==> config.mk <==
export PLATFORM = sky130hd
export DESIGN_NAME = button_debounce_multi_flat
export DESIGN_NICKNAME = d
export VERILOG_FILES = /design/src/rtl/button_debounce_multi_if.sv /design/src/rtl/button_debounce_multi.sv /design/src/flat_wrapper.sv
export SDC_FILE = /design/constraint.sdc
export NUM_CORES = 1
export LEC_CHECK = 0
export BUFFER_PORTS_ARGS = -buffer_cell sky130_fd_sc_hd__buf_4
export CORE_UTILIZATION = 33
export DETAILED_ROUTE_END_ITERATION = 6
export HOLD_SLACK_MARGIN = 0.02
export PLACE_DENSITY_LB_ADDON = 0.05
export SLEW_MARGIN = 25
export SYNTH_ARGS = -nofsm -noshare
export SYNTH_HDL_FRONTEND = slang
export SYNTH_SLANG_ARGS = --single-unit
==> constraint.sdc <==
create_clock -name clk -period 5.3 [get_ports clk]
set_clock_uncertainty 0.1 [all_clocks]
set_input_delay 0 -clock clk [delete_from_list [all_inputs] [get_ports clk]]
set_output_delay 0 -clock clk [all_outputs]
set_load 0.05 [all_outputs]
==> src/rtl/button_debounce_multi_if.sv <==
// -----------------------------------------------------------------------------
// button_debounce_multi_if
//
// Groups the raw button inputs and the conditioned per-channel outputs of
// button_debounce_multi into one bundle.
//
//   btn_in      raw asynchronous button inputs, active-high (source -> conditioner)
//   btn_level   debounced level per channel
//   btn_press   one-cycle pulse on debounced rising edge (and auto-repeat pulses)
//   btn_release one-cycle pulse on debounced falling edge
//   btn_long    one-cycle pulse when a level has been held for the long-press time
//
// Modports:
//   master : the board/consumer side; drives btn_in, observes the outputs
//   slave  : the conditioner; samples btn_in, drives the outputs
// -----------------------------------------------------------------------------
interface button_debounce_multi_if #(
  parameter int unsigned N_CH = 4
) ();

  logic [N_CH-1:0] btn_in;
  logic [N_CH-1:0] btn_level;
  logic [N_CH-1:0] btn_press;
  logic [N_CH-1:0] btn_release;
  logic [N_CH-1:0] btn_long;

  modport master (
    output btn_in,
    input  btn_level,
    input  btn_press,
    input  btn_release,
    input  btn_long
  );

  modport slave (
    input  btn_in,
    output btn_level,
    output btn_press,
    output btn_release,
    output btn_long
  );

endinterface

==> src/rtl/button_debounce_multi.sv <==
// -----------------------------------------------------------------------------
// button_debounce_multi
//
// N-channel push-button conditioner. Every channel is fully independent: its
// own 2-FF synchroniser, debounce counter, long-press counter and (optionally)
// auto-repeat counter. Downstream logic consumes the one-cycle pulses directly.
//
// Parameters:
//   N_CH           number of button channels (>= 1)
//   DEBOUNCE_COUNT consecutive cycles of disagreement before the level flips
//   LONG_COUNT     cycles the level must stay high before btn_long fires
//   REPEAT_COUNT   auto-repeat period in cycles (only with AUTOREPEAT_EN)
//
// Ports:
//   clk     system clock
//   nrst    asynchronous active-low reset
//   btn_if  button_debounce_multi_if.slave: btn_in in, level/press/release/long out
//
// Build option:
//   AUTOREPEAT_EN  when defined, btn_press also pulses every REPEAT_COUNT cycles
//                  after btn_long while the button stays held. When undefined no
//                  repeat logic exists and btn_press only marks rising edges.
//
// Timing: if edge k first samples a new stable input, btn_level changes on edge
// k+DEBOUNCE_COUNT+1 (two synchroniser stages plus DEBOUNCE_COUNT count edges).
// -----------------------------------------------------------------------------
module button_debounce_multi #(
  parameter int unsigned N_CH           = 4,
  parameter int unsigned DEBOUNCE_COUNT = 5_000_000,
  parameter int unsigned LONG_COUNT     = 100_000_000,
  parameter int unsigned REPEAT_COUNT   = 20_000_000
) (
  input  logic                   clk,
  input  logic                   nrst,
  button_debounce_multi_if.slave btn_if
);

  // Counter widths are sized to hold the terminal value itself.
  localparam int unsigned DbW = $clog2(DEBOUNCE_COUNT + 1);
  localparam int unsigned LgW = $clog2(LONG_COUNT + 1);

  localparam logic [DbW-1:0] DbLast = DbW'(DEBOUNCE_COUNT - 1);
  localparam logic [LgW-1:0] LgLast = LgW'(LONG_COUNT - 1);
  localparam logic [LgW-1:0] LgMax  = LgW'(LONG_COUNT);

`ifdef AUTOREPEAT_EN
  localparam int unsigned    RpW    = $clog2(REPEAT_COUNT + 1);
  localparam logic [RpW-1:0] RpLast = RpW'(REPEAT_COUNT - 1);
`else
  // Repeat period is meaningless without the feature; fold it away explicitly.
  logic unused_repeat_cfg;
  assign unused_repeat_cfg = ^REPEAT_COUNT;
`endif

  logic [N_CH-1:0] level_vec;
  logic [N_CH-1:0] press_vec;
  logic [N_CH-1:0] release_vec;
  logic [N_CH-1:0] long_vec;

  for (genvar i = 0; i < N_CH; i++) begin : gen_ch

    // -------------------------------------------------------------------------
    // Synchroniser
    // -------------------------------------------------------------------------
    logic sync0_q;
    logic sync1_q;

    always_ff @(posedge clk or negedge nrst) begin
      if (!nrst) begin
        sync0_q <= 1'b0;
        sync1_q <= 1'b0;
      end else begin
        sync0_q <= btn_if.btn_in[i];
        sync1_q <= sync0_q;
      end
    end

    // -------------------------------------------------------------------------
    // Debounce: count consecutive cycles where the synchronised input disagrees
    // with the current level; any agreement restarts the count.
    // -------------------------------------------------------------------------
    logic [DbW-1:0] db_cnt_q;
    logic [DbW-1:0] db_cnt_d;
    logic           level_q;
    logic           level_d;
    logic           db_done;

    always_comb begin
      db_cnt_d = db_cnt_q;
      level_d  = level_q;
      db_done  = 1'b0;
      if (sync1_q == level_q) begin
        db_cnt_d = '0;
      end else if (db_cnt_q == DbLast) begin
        db_cnt_d = '0;
        level_d  = sync1_q;
        db_done  = 1'b1;
      end else begin
        db_cnt_d = db_cnt_q + DbW'(1);
      end
    end

    logic rise;
    logic fall;
    assign rise = db_done & sync1_q;
    assign fall = db_done & ~sync1_q;

    // -------------------------------------------------------------------------
    // Long press: counts cycles with level high, saturating at LONG_COUNT. The
    // pulse is tied to the single increment that reaches the terminal value, so
    // it can fire at most once per press.
    // -------------------------------------------------------------------------
    logic [LgW-1:0] lg_cnt_q;
    logic [LgW-1:0] lg_cnt_d;
    logic           long_d;

    always_comb begin
      lg_cnt_d = lg_cnt_q;
      long_d   = 1'b0;
      if (!level_q) begin
        lg_cnt_d = '0;
      end else if (lg_cnt_q != LgMax) begin
        lg_cnt_d = lg_cnt_q + LgW'(1);
        long_d   = (lg_cnt_q == LgLast);
      end
    end

    // -------------------------------------------------------------------------
    // Auto-repeat
    // -------------------------------------------------------------------------
    logic rp_fire;

`ifdef AUTOREPEAT_EN
    logic [RpW-1:0] rp_cnt_q;
    logic [RpW-1:0] rp_cnt_d;

    // Runs only once the long-press counter has saturated, i.e. from the cycle
    // after btn_long, so the first repeat lands REPEAT_COUNT cycles after it.
    always_comb begin
      rp_cnt_d = rp_cnt_q;
      rp_fire  = 1'b0;
      if (!level_q || (lg_cnt_q != LgMax)) begin
        rp_cnt_d = '0;
      end else if (rp_cnt_q == RpLast) begin
        rp_cnt_d = '0;
        // A repeat that lands on the debounced release is dropped so press and
        // release never coincide.
        rp_fire  = ~fall;
      end else begin
        rp_cnt_d = rp_cnt_q + RpW'(1);
      end
    end

    always_ff @(posedge clk or negedge nrst) begin
      if (!nrst) begin
        rp_cnt_q <= '0;
      end else begin
        rp_cnt_q <= rp_cnt_d;
      end
    end
`else
    assign rp_fire = 1'b0;
`endif

    // -------------------------------------------------------------------------
    // Registered pulses: asserted in the same cycle btn_level shows the change.
    // -------------------------------------------------------------------------
    logic press_q;
    logic press_d;
    logic release_q;
    logic release_d;
    logic long_q;

    assign press_d   = rise | rp_fire;
    assign release_d = fall;

    always_ff @(posedge clk or negedge nrst) begin
      if (!nrst) begin
        db_cnt_q  <= '0;
        level_q   <= 1'b0;
        lg_cnt_q  <= '0;
        press_q   <= 1'b0;
        release_q <= 1'b0;
        long_q    <= 1'b0;
      end else begin
        db_cnt_q  <= db_cnt_d;
        level_q   <= level_d;
        lg_cnt_q  <= lg_cnt_d;
        press_q   <= press_d;
        release_q <= release_d;
        long_q    <= long_d;
      end
    end

    assign level_vec[i]   = level_q;
    assign press_vec[i]   = press_q;
    assign release_vec[i] = release_q;
    assign long_vec[i]    = long_q;

  end : gen_ch

  assign btn_if.btn_level   = level_vec;
  assign btn_if.btn_press   = press_vec;
  assign btn_if.btn_release = release_vec;
  assign btn_if.btn_long    = long_vec;

endmodule

==> src/flat_wrapper.sv <==
// flat-port wrapper written by rule: the top's interface ports become plain ports
module button_debounce_multi_flat 
#(
  parameter int unsigned N_CH           = 4,
  parameter int unsigned DEBOUNCE_COUNT = 5_000_000,
  parameter int unsigned LONG_COUNT     = 100_000_000,
  parameter int unsigned REPEAT_COUNT   = 20_000_000
)
  (clk, nrst, btn_if_btn_in, btn_if_btn_level, btn_if_btn_press, btn_if_btn_release, btn_if_btn_long);
  button_debounce_multi_if #(.N_CH(N_CH)) btn_if_i ();
  input  logic clk;
  input  logic nrst;
  input wire logic [$bits(btn_if_i.btn_in)-1:0] btn_if_btn_in;
  output wire logic [$bits(btn_if_i.btn_level)-1:0] btn_if_btn_level;
  output wire logic [$bits(btn_if_i.btn_press)-1:0] btn_if_btn_press;
  output wire logic [$bits(btn_if_i.btn_release)-1:0] btn_if_btn_release;
  output wire logic [$bits(btn_if_i.btn_long)-1:0] btn_if_btn_long;
  assign btn_if_i.btn_in = btn_if_btn_in;
  assign btn_if_btn_level = btn_if_i.btn_level;
  assign btn_if_btn_press = btn_if_i.btn_press;
  assign btn_if_btn_release = btn_if_i.btn_release;
  assign btn_if_btn_long = btn_if_i.btn_long;
  button_debounce_multi #(.N_CH(N_CH), .DEBOUNCE_COUNT(DEBOUNCE_COUNT), .LONG_COUNT(LONG_COUNT), .REPEAT_COUNT(REPEAT_COUNT)) u_core (.clk(clk), .nrst(nrst), .btn_if(btn_if_i));
endmodule
==> flow_summary_export.csv <==
group,metric,value,unit
die,num_io_pins,22,
synth,synth_nets,1145,
synth,yosysTopAreaCell,"dfrtp_1",
power,p_sw,782,uW
drt,drc,0,
min_path,min_from,"u_core.gen_ch[3].sync0_q",
synth,ys_seq_elements,224,
global_routing,grt_overflow,0,
drt,wl,22400,um
timing,hold_viol,0,
synth,syn_area_per_cell,9.88,um2
critical_path,reg2reg_depth,5,
place,pre_cts_slack,2800,ps
outcome,outcome,"finished clean",
place,dpl_cell_area,0.0117,mm2
critical_path,critPathKind,"flop to flop",
global_routing,grt_max_degree,169,
drt,wire_per_inst,13.9,um
cells_and_area,final_util,0.385,
die,die_h,186,um
clock_tree,cts.clk_slew.worst_paths,60,ps
min_path,hold_path_class,"flop to flop",
synth,netlist_area,0.0111,mm2
place,gp_congestion,0.754,
clock_tree,cts_resized,0,
critical_path,r2r-start,"u_core.gen_ch[1].db_cnt_q[0]",
timing,period_needed,2480,ps
critical_path,r2r_setup_slack,2820,ps
synth,ys.flop_type,"dfrtp_1",
timing,maxSlewViolCount,0,
clock_tree,clkLatencyLatePin,540,ps
critical_path,crit_required,5580,ps
power,switching_share,0.220,
clock_tree,cts_buffer_depth,3,
timing,setup_slack,2820,ps
drt,via_count,7767,
place,dpl.cell_count,1553,
drt,dr.first_iter.drc_count,370,
timing,grt_setup_unrepaired,"no",
cells_and_area,fin_nets,1169,
timing,fin_setup_tns,0,ps
global_routing,grt_use_total,0.138,
critical_path,cp_data_arrival_time,2760,ps
power,peakVddDrop,0.000201,V
global_routing,antenna_found_initial,0,
power,power_density,281,mW/mm2
clock_tree,htreeDepth,1,
clock_tree,cts_tree,"done",
synth,async_reset_ff_frac,1.00,
critical_path,startpoint_type,"flop",
synth,yosysMostFrequentCell,"dfrtp_1",
timing,max_slew_margin,0.316,
power,p_leak,5.20,nW
min_path,hold_end,"u_core.gen_ch[3].sync1_q",
die,initial_core_util,0.339,
timing,setup_viol,0,
run,maxCapViolCount,0,
power,seq_power_share,0.487,
power,p_clk_frac,0.493,
drt,firstDrtPassIters,5,
drt,via_per_inst,4.82,
critical_path,cp-end-kind,"flop",
synth,synth_edf_count,0,
clock_tree,clock-sinks,224,
synth,synth.top_cells.by_count,"224 x dfrtp_1, 142 x nor2_1, 97 x xnor2_1, 85 x nand3_1, 75 x nand2_1",
die,rows,66,
synth,synthTopCellsByArea,"dfrtp_1 50%, xnor2_1 7.6%, xor2_1 5.7%",
timing,fmax,0.403,GHz
cells_and_area,diodes,0,
place,dp_hpwl,14100,um
power,p_int,2.78,mW
timing,tightestPinTransition,1030,ps
timing,fin_hold_ws,248,ps
power,finalPower,3.56,mW
drt,ant_nets,0,
cells_and_area,areaGrowthSynthToFinish,13.7,%
place,port_buffers,21,
cells_and_area,fin_area,0.0127,mm2
min_path,hold_depth,0,
clock_tree,numCtsBuffers,27,
global_routing,grt_pass1_wl,39400,um
timing,finalCritPeriodShare,0.468,
synth,synth_warnings,0,
synth,ys_types,49,
die,coreArea,0.0329,mm2
synth,synth_seq_area_share,0.503,
global_routing,grt_pass1_vias,8102,
synth,netlist_instances,1127,
cells_and_area,final_cells,1613,
die,dieArea,0.0345,mm2
synth,synth_top_area_share,0.503,
power,combPwrFrac,0.021,
critical_path,r2r-end,"u_core.gen_ch[1].db_cnt_q[14]",
die,die_w,186,um
cells_and_area,drive_above_1_share,0.0751,
critical_path,cp_max_fo,22,
clock_tree,root_buffer,"clkbuf_16",
## cell families after synthesis
group                      synth area share
buffers and inverters                0.0293
adders and majority gates            0.0135
DFF                                   0.503
and+or+nand+nor                       0.294
muxes                               0.00843
AOI/OAI and AO/OA                    0.0191
xor gates and xnor gates              0.133
## routing by layer
metal	vias up	wire length, um	track usage	part of all wire
li1	3900	-	-	-
met1	3762	11400	0.192	0.51
met2	65	9920	0.222	0.44
met3	40	673	0.0225	0.030
met4	0	436	0.0351	0.019
met5	-	0	0	0
## flip-flops by register name, summed over array words and instances (netlist names)
register                 cells
u_core.gen_ch.release_q      4
u_core.gen_ch.db_cnt_q      92
u_core.gen_ch.press_q        4
u_core.gen_ch.sync0_q        4
u_core.gen_ch.level_q        4
u_core.gen_ch.lg_cnt_q     108
u_core.gen_ch.long_q         4
u_core.gen_ch.sync1_q        4
## cells in the final DEF, fill, tap and decap left out, drive strengths merged, types with 11 or more instances in the layout
cell      n
nor4     30
o21ai    14
and3     30
ha       12
nand3    85
nand2    75
or4      13
nor2    142
inv      28
nand4    48
xor2     72
nor3     38
buf      27
a21boi   11
or3      14
dfrtp   224
and2     68
xnor2    97
clkbuf   42
## worst max-delay path by stage
stage | start | endpoint | slack [ps] | depth (start not counted)
final | u_core.gen_ch[1].db_cnt_q[0] | u_core.gen_ch[1].db_cnt_q[14] | 2820 | 5
after global routing | u_core.gen_ch[1].db_cnt_q[0] | u_core.gen_ch[1].db_cnt_q[21] | 2590 | 5
after CTS | u_core.gen_ch[1].db_cnt_q[0] | u_core.gen_ch[1].db_cnt_q[14] | 2780 | 5
after detailed placement | u_core.gen_ch[1].db_cnt_q[0] | u_core.gen_ch[1].db_cnt_q[14] | 2800 | 5
after global placement | u_core.gen_ch[1].db_cnt_q[0] | u_core.gen_ch[1].db_cnt_q[8] | 2810 | 5
after floorplan | u_core.gen_ch[0].lg_cnt_q[17] | u_core.gen_ch[0].lg_cnt_q[9] | 3080 | 5
## layout make-up
cell class              count  area (um2)
repair buffers             37         343
clock inverters             7        38.8
multi-input cells         833        5210
flip-flops and latches    224        5610
fillers                  3332       20200
inverters                  28         105
clock buffers              42         802
well taps                 442         553
## power groups by stage
| stage | clock, mW | combinational [mW] | sequential [mW] |
|---|---|---|---|
| global placement | 0 | 0.0713 | 1.76 |
| global route | 1.91 | 0.0879 | 1.73 |
| finish | 1.75 | 0.0735 | 1.73 |
| detailed placement | 0 | 0.0702 | 1.76 |
| floorplan | 0 | 0.0219 | 1.76 |
| CTS | 1.84 | 0.0791 | 1.73 |
## worst max-delay path, cell delays in order (launching register included)
cell	delay (ps)
dfrtp_1	410
ha_1	250
nand3_1	180
or4_1	660
nand2_1	600
nor2_1	130
## repair_timing
item                      4_1_cts  5_1_grt
hold endpoints to repair      157        0
setup buffers                   0        0
hold buffers                   11        0
Power figures use the tool's default switching activity.
